==> src/rtl/multicycle_datapath.sv <==
// Multicycle 24-bit-instruction processor datapath: FETCH/DECODE/EXEC/MEM/WB
// controller with a 16-entry register file and a single shared memory port.
module multicycle_datapath #(
  parameter int DATA_W   = 24,
  parameter int ADDR_W   = 24,
  parameter int RESET_PC = 10,
  parameter int PC_STEP  = 3
) (
  input  logic              Clock,
  input  logic              Reset_n,
  output logic              mem_req,
  output logic              mem_we,
  output logic [ADDR_W-1:0] mem_addr,
  output logic [DATA_W-1:0] mem_wdata,
  input  logic [DATA_W-1:0] mem_rdata,
  input  logic              mem_ready,
  output logic [ADDR_W-1:0] pc,
  output logic [2:0]        state,
  output logic              retire,
  output logic              halted,
  output logic              illegal
);

  typedef enum logic [2:0] {
    S_FETCH  = 3'd0,
    S_DECODE = 3'd1,
    S_EXEC   = 3'd2,
    S_MEM    = 3'd3,
    S_WB     = 3'd4,
    S_HALT   = 3'd5
  } state_t;

  localparam logic [3:0] OP_R    = 4'h0;
  localparam logic [3:0] OP_ADDI = 4'h1;
  localparam logic [3:0] OP_LW   = 4'h2;
  localparam logic [3:0] OP_SW   = 4'h3;
  localparam logic [3:0] OP_BEQ  = 4'h4;
  localparam logic [3:0] OP_BNE  = 4'h5;
  localparam logic [3:0] OP_J    = 4'h6;
  localparam logic [3:0] OP_SLTI = 4'h7;
  localparam logic [3:0] OP_HALT = 4'hF;

  state_t              r_state;
  state_t              w_next;
  logic [ADDR_W-1:0]   r_pc;
  logic [23:0]         r_ir;
  logic [DATA_W-1:0]   r_a;
  logic [DATA_W-1:0]   r_b;
  logic [DATA_W-1:0]   r_alu;
  logic [DATA_W-1:0]   r_mdr;
  logic                r_illegal;
  logic [DATA_W-1:0]   r_regs [16];

  logic [3:0]          w_op;
  logic [3:0]          w_rs;
  logic [3:0]          w_rt;
  logic [3:0]          w_rd;
  logic [3:0]          w_funct;
  logic [DATA_W-1:0]   w_imm;
  logic [ADDR_W-1:0]   w_imm_a;
  logic [ADDR_W-1:0]   w_target;
  logic [ADDR_W-1:0]   w_pc_seq;
  logic [ADDR_W-1:0]   w_pc_br;
  logic [ADDR_W-1:0]   w_daddr;
  logic                w_taken;
  logic                w_bad_dec;
  logic                w_is_ctl;
  logic [DATA_W-1:0]   w_alu;
  logic [3:0]          w_dest;
  logic [DATA_W-1:0]   w_wb_data;

  assign w_op     = r_ir[23:20];
  assign w_rs     = r_ir[19:16];
  assign w_rt     = r_ir[15:12];
  assign w_rd     = r_ir[11:8];
  assign w_funct  = r_ir[3:0];
  assign w_imm    = {{(DATA_W-12){r_ir[11]}}, r_ir[11:0]};
  assign w_imm_a  = {{(ADDR_W-12){r_ir[11]}}, r_ir[11:0]};
  assign w_target = {{(ADDR_W-20){1'b0}}, r_ir[19:0]};
  assign w_pc_seq = r_pc + ADDR_W'(PC_STEP);
  // Branch offset is counted in instructions, so it is scaled by the PC step.
  assign w_pc_br  = w_pc_seq + w_imm_a * ADDR_W'(PC_STEP);
  assign w_taken  = (w_op == OP_BEQ) ? (r_a == r_b) : (r_a != r_b);
  assign w_is_ctl = (w_op == OP_BEQ) || (w_op == OP_BNE) || (w_op == OP_J);
  assign w_daddr  = ADDR_W'(r_alu);
  assign w_dest   = (w_op == OP_R) ? w_rd : w_rt;
  assign w_wb_data = (w_op == OP_LW) ? r_mdr : r_alu;

  always_comb begin
    w_bad_dec = 1'b0;
    case (w_op)
      OP_R:                                   w_bad_dec = (w_funct > 4'd7);
      OP_ADDI, OP_LW, OP_SW, OP_BEQ, OP_BNE,
      OP_J, OP_SLTI, OP_HALT:                 w_bad_dec = 1'b0;
      default:                                w_bad_dec = 1'b1;
    endcase
  end

  always_comb begin
    w_alu = r_a + w_imm;
    if (w_op == OP_R) begin
      case (w_funct)
        4'd0:    w_alu = r_a + r_b;
        4'd1:    w_alu = r_a - r_b;
        4'd2:    w_alu = r_a & r_b;
        4'd3:    w_alu = r_a | r_b;
        4'd4:    w_alu = r_a ^ r_b;
        4'd5:    w_alu = {{(DATA_W-1){1'b0}}, ($signed(r_a) < $signed(r_b))};
        4'd6:    w_alu = r_a << r_b[4:0];
        4'd7:    w_alu = r_a >> r_b[4:0];
        default: w_alu = '0;
      endcase
    end else if (w_op == OP_SLTI) begin
      w_alu = {{(DATA_W-1){1'b0}}, ($signed(r_a) < $signed(w_imm))};
    end
  end

  always_ff @(posedge Clock or negedge Reset_n) begin
    if (!Reset_n) r_state <= S_FETCH;
    else          r_state <= w_next;
  end

  always_comb begin
    w_next = r_state;
    case (r_state)
      S_FETCH:  if (mem_ready) w_next = S_DECODE;
      S_DECODE: w_next = (w_bad_dec || w_op == OP_HALT) ? S_HALT : S_EXEC;
      S_EXEC: begin
        if (w_is_ctl)                             w_next = S_FETCH;
        else if (w_op == OP_LW || w_op == OP_SW)  w_next = S_MEM;
        else                                      w_next = S_WB;
      end
      S_MEM:    if (mem_ready) w_next = (w_op == OP_SW) ? S_FETCH : S_WB;
      S_WB:     w_next = S_FETCH;
      S_HALT:   w_next = S_HALT;
      default:  w_next = S_FETCH;
    endcase
  end

  always_comb begin
    mem_req   = (r_state == S_FETCH) || (r_state == S_MEM);
    mem_we    = (r_state == S_MEM) && (w_op == OP_SW);
    mem_addr  = (r_state == S_MEM) ? w_daddr : r_pc;
    mem_wdata = r_b;
    retire    = ((r_state == S_EXEC) && w_is_ctl) ||
                ((r_state == S_MEM) && (w_op == OP_SW) && mem_ready) ||
                (r_state == S_WB);
    halted    = (r_state == S_HALT);
    illegal   = r_illegal;
    pc        = r_pc;
    state     = r_state;
  end

  always_ff @(posedge Clock or negedge Reset_n) begin
    if (!Reset_n) begin
      r_pc      <= ADDR_W'(RESET_PC);
      r_ir      <= '0;
      r_a       <= '0;
      r_b       <= '0;
      r_alu     <= '0;
      r_mdr     <= '0;
      r_illegal <= 1'b0;
      for (int unsigned i = 0; i < 16; i++) r_regs[i] <= '0;
    end else begin
      case (r_state)
        S_FETCH: if (mem_ready) r_ir <= mem_rdata[23:0];
        S_DECODE: begin
          r_a <= r_regs[w_rs];
          r_b <= r_regs[w_rt];
          if (w_bad_dec) r_illegal <= 1'b1;
        end
        S_EXEC: begin
          r_alu <= w_alu;
          if (w_op == OP_J)   r_pc <= w_target;
          else if (w_is_ctl)  r_pc <= w_taken ? w_pc_br : w_pc_seq;
        end
        S_MEM: if (mem_ready) begin
          if (w_op == OP_SW) r_pc  <= w_pc_seq;
          else               r_mdr <= mem_rdata;
        end
        S_WB: begin
          // r0 is never written, so it reads back as zero without a read mux.
          if (w_dest != 4'd0) r_regs[w_dest] <= w_wb_data;
          r_pc <= w_pc_seq;
        end
        default: ;
      endcase
    end
  end

endmodule
==> config.mk <==
export PLATFORM = sky130hd
export DESIGN_NAME = multicycle_datapath
export DESIGN_NICKNAME = d
export VERILOG_FILES = /design/src/rtl/multicycle_datapath.sv
export SDC_FILE = /design/constraint.sdc
export NUM_CORES = 2
export LEC_CHECK = 0
export ABC_CLOCK_PERIOD_IN_PS = 6700
export CAP_MARGIN = 20
export CORE_UTILIZATION = 54
export DETAILED_ROUTE_END_ITERATION = 10
export GPL_TIMING_DRIVEN = 0
export HOLD_SLACK_MARGIN = 0.12
export MAX_ROUTING_LAYER = met4
export PLACE_DENSITY_LB_ADDON = 0.3
export SYNTH_ARGS = -nofsm -noshare
export SYNTH_HDL_FRONTEND = slang
export SYNTH_SLANG_ARGS = --single-unit
==> constraint.sdc <==
create_clock -name Clock -period 6.7 [get_ports Clock]
set_clock_uncertainty 0.15 [all_clocks]
set_input_delay 0.67 -clock Clock [delete_from_list [all_inputs] [get_ports Clock]]
set_output_delay 0.67 -clock Clock [all_outputs]
set_load 0.02 [all_outputs]
After elaboration in Yosys (flattened, before gate mapping)
Cells that the tools add are included.
Operators by class
  $add $sub $neg: 5
  $mul: 1
  $lt $le $gt $ge: 7
  equality and inequality tests: 26
  shifts and indexed selects: 2
  mux-type cells: 30
  bitwise gates (word level): 7
  reduce and logical (&&, ||, !) cells: 23
Operators with widths (number)
  bitwise mux 384 bit: 1
  two-way mux 24 bit: 14
  binary-select mux 24 bit (select 4 bit): 2
  case mux 24 bit (8 select lines): 1
  demux 24 bit (select 4 bit): 1
  adder 24 bit: 3
  case mux 24 bit (3 select lines): 1
  == test 4 x 3 -> 1 bit, second input constant: 8
  adder 24 x 2 -> 24 bit, second input constant: 1
  AND 24 bit: 1
  == test 24 bit: 1
  less-than comparator 24 x 12 -> 1 bit: 1
  less-than comparator 24 bit: 1
  inequality test 24 bit: 1
  bitwise OR 24 bit: 1
  << shifter 24 x 5 -> 24 bit: 1
  >> shifter 24 x 5 -> 24 bit: 1
  subtractor 24 bit: 1
  bitwise XOR 24 bit: 1
  two-way mux 3 bit: 6
  == test 4 x 2 -> 1 bit, second input constant: 4
  greater-or-equal comparator 5 bit, second input constant: 3
  multiplier 12 x 3 -> 15 bit, second input constant: 1
  NOT 4 -> 5 bit: 3
  24 further kinds: 42
Storage, ports and cells
  register bits: 532
  word-level logic and storage cells: 125

Longest topological paths before layout
  depth after elaboration: 8
  gate-level depth with buffers: 26

Worst setup path after synthesis
No wires, ideal clock.
  kind: flip-flop to flip-flop
  start point: reg r_ir[3]
  end point: reg r_pc[23], in the netlist pc[23]
  library setup time: 0.126 ns
  arrival time: 4.943 ns
  required time: 6.424 ns
  setup slack: 1.481 ns
  stages on the path, launching flop included: 27
  clock period less this slack: 5.219 ns
  path through: dfrtp_1 -> inv_1 -> ha_1 -> ha_1 -> a21o_1 -> a21oi_1 -> o21bai_1 -> a21oi_1 -> o21bai_1 -> a21oi_1 -> o21bai_1 -> a21oi_1 -> nor2_1 -> o21ai_0 -> xnor2_1 -> ha_1 -> nand4_1 -> nor2_1 -> a2111oi_0 -> a21oi_1 -> a21oi_1 -> o211ai_2 -> nand4_1 -> a21oi_1 -> or3_4 -> xor2_1 -> a221o_1
On the way
  word-level cells in the longest chain between the ends: 6
Ends and longest elaborated chain
  from (decl): RTL line 46  | logic [23:0] r_ir;
  from (signal assigned): RTL line 166  | S_FETCH: if (mem_ready) r_ir <= mem_rdata[23:0];
  multiplier 12 x 3 -> 15 bit: RTL line 82  | assign w_pc_br = w_pc_seq + w_imm_a * ADDR_W'(PC_STEP);
  adder 24 bit: RTL line 82
  two-way mux 24 bit (2 in series): RTL line 175  | else if (w_is_ctl) r_pc <= w_taken ? w_pc_br : w_pc_seq;
  two-way mux 24 bit: RTL line 174  | if (w_op == OP_J) r_pc <= w_target;
  case mux 24 bit (3 select lines): RTL line 165  | case (r_state)
  to (signal assigned): RTL line 174
  to (signal assigned): RTL line 175
  to (signal assigned): RTL line 178  | if (w_op == OP_SW) r_pc <= w_pc_seq;
  to (decl): RTL line 45  | logic [ADDR_W-1:0] r_pc;
Every way passes these cells. The select of a mux whose other input is x is not followed.
A chain may end at the register's enable or synchronous reset.

Worst setup path in the final report
Same ends and word-level chain as after synthesis.

==> results.cfg <==
[run_status]
status = finished, final reports clean

[clock_network]
cts_tree = done
clkTransAtPathRegs_ns = 0.06
postCtsSetupBuffers = 0
cts_buffer_depth = 3
cts_sinks = 532
worstSkewPairLatency_ns = 0.68
numCtsBuffers = 58
root_buffer = clkbuf_16
cts_max_level = 2

[yosys]
ys.flop_type = dfrtp_1
synth_area_sq_um = 35100
ys_seq_area_frac = 0.379
synth_area_leaders = dfrtp_1 (38%), mux4_2 (16%), ha_1 (6.1%)
synth-seq-cells = 532
syn-num-nets = 3794
synth_commonest_cells = dfrtp_1 (530), nand2_1 (428), o21ai_0 (425)
synth_cells = 3592
synth_top_area_frac = 0.378
syn_area_per_cell_sq_um = 9.77
ys_async_sr_fraction = 1.00
ys.warnings.count = 0
post-synth-top-area-cell = dfrtp_1
yosys.cell_count.top_type = dfrtp_1
synth-edff-count = 0
ys_types = 83

[route]
ant_nets = 0
drt_wl_total_microns = 137000
remaining_drc_errors = 0
vias = 31600
wl_per_cell_microns = 29.2
vias_per_cell = 6.74
drtPass1Iterations = 6
drt_iter0_drc = 4051

[setup_path]
critPathArrivalTime_ns = 6.67
critPathRequiredTime_ns = 7.08
start_kind = flip-flop
crit_family = compound AO/OA/AOI/OAI gates
cp-end-kind = flip-flop
slowest_stage = dfrtp_1
cpMostUsedCell = a21oi_1
critPathBufInv = 1
crit_path_max_fanout = 6
cp_slowest_stage_delay_ns = 0.52
setup.worst_path.class = reg2reg

[finish]
nets = 3980
drive_gt1_frac = 0.119
stdcell_area_sq_um = 39600
area_growth_pct = 12.7

[power]
power_density_nw_per_um2 = 603
vdd_ir_drop_max_uv = 372
leakage_nw = 16.5

[global_route]
met1_usage = 0.562
met2_usage = 0.642
gr-usage-met3 = 0.0868
grt.busiest_layer = met2
overflow = 0
grt_use_total = 0.426
first_global_vias = 30600
grt_pass1_wl_microns = 203000
antenna_found_initial = 4
grt_start_max_net_pins = 107

[place]
dpl.hpwl_microns = 106000
portBuffers = 106
place_ws_ns = 0.510
place_area_sq_um = 37500
gp_congestion = 1.04

[die]
initial_utilization = 0.545
fp.dieH_microns = 257
die_w_microns = 257
io_pins = 107
die-area_sq_um = 66000
core_region_area_sq_um = 64300
rows = 93

[flow_run]
maxCapViolations = 0

[timing]
drv_slew = 0
worstMarginPinSlew_ns = 1.23
fin_ws_ns = 0.407
hold_violations = 0
setup_viol = 0
finalCritPeriodShare = 0.939
slew_headroom = 0.171
rsz0062_at_grt = false
period_minus_slack_ns = 6.29
setup_tns_ns = 0
fmax_mhz = 159

[min_path]
hp-class = reg2reg
-- per-stage QoR --
step | std cells | power (W) | hold slack (ns) | utilization
floorplan | 3592 | 0.0149 | 0.224 | -
global placement | 4553 | 0.0196 | 0.303 | 0.579
detailed placement | 4566 | 0.0198 | 0.314 | 0.582
CTS | 4673 | 0.0233 | 0.331 | 0.614
global route | 4683 | 0.0249 | 0.352 | 0.615
finish | 4684 | 0.0239 | 0.331 | 0.615
-- path summary, 6_finish.rpt --
kind / depth (start not counted) / from / slack (ns) / endpoint
setup / recovery: 26 / r_ir[3] / 0.41 / pc[23]
hold / removal: 1 / r_regs[373] / 0.33 / r_regs[373]
setup reg to reg: 26 / r_ir[3] / 0.41 / pc[23]
hold reg to reg: 1 / r_regs[373] / 0.33 / r_regs[373]
max in group asynchronous: 5 / Reset_n / 4.12 / mem_wdata[3]
min in group asynchronous: 2 / Reset_n / 0.37 / r_regs[259]
-- state kept, by name, summed over array words and instances (netlist names) --
register,flops
illegal,1
mem_wdata,24
pc,24
r_a,24
r_alu,24
r_ir,24
r_mdr,24
r_regs,384
state,3
-- layout make-up --
type / count / area [sq um]
clock inverters: 21 / 292
well taps: 855 / 1070
repair buffers: 126 / 1360
plain buffers: 298 / 1160
multi-input cells: 2643 / 20200
clock buffers: 85 / 1730
inverters: 119 / 447
flip-flops and latches: 532 / 13300
diodes: 5 / 12.5
fillers: 5466 / 24800
-- placed cells by master, fill, tap and decap left out, drive strengths merged, types with 60 or more instances in the layout --
cell           instances
ha                   170
a21oi                306
clkdlybuf4s50        105
o21ai                427
dfrtp                530
inv                  120
mux4                 246
nand2                429
buf                   60
nor2                 324
clkbuf               342
mux2i                 67
-- cells by family after synthesis --
logic type / after synthesis / share of synthesized area
compound gates: 1066 / 0.179
xor+xnor: 79 / 0.0201
fa+ha+maj: 176 / 0.0637
buf+inv: 417 / 0.0457
flops: 532 / 0.379
mux: 372 / 0.196
simple gates: 950 / 0.116
-- timing repair --
item,in CTS,in global routing
gates resized for setup,0,2
hold buffers,1,0
setup endpoints to repair,0,1
hold endpoints to repair,53,0
-- metal layers --
metal | vias up | wire, microns
met5 | - | 0
met4 | 0 | 7220
met3 | 393 | 13200
met2 | 1950 | 62200
met1 | 15800 | 54000
li1 | 13400 | -
-- where the power goes --
| part | switching (W) | leakage (nW) | total, W | internal (W) |
|---|---|---|---|---|
| logic | 0.00873 | 8.56 | 0.0146 | 0.00584 |
| registers | 0.00142 | 6.95 | 0.00588 | 0.00446 |
| clock network | 0.00146 | 0.985 | 0.00341 | 0.00196 |
| total | 0.0116 | 16.5 | 0.0239 | 0.0123 |
(Power assumes the default switching activity.)
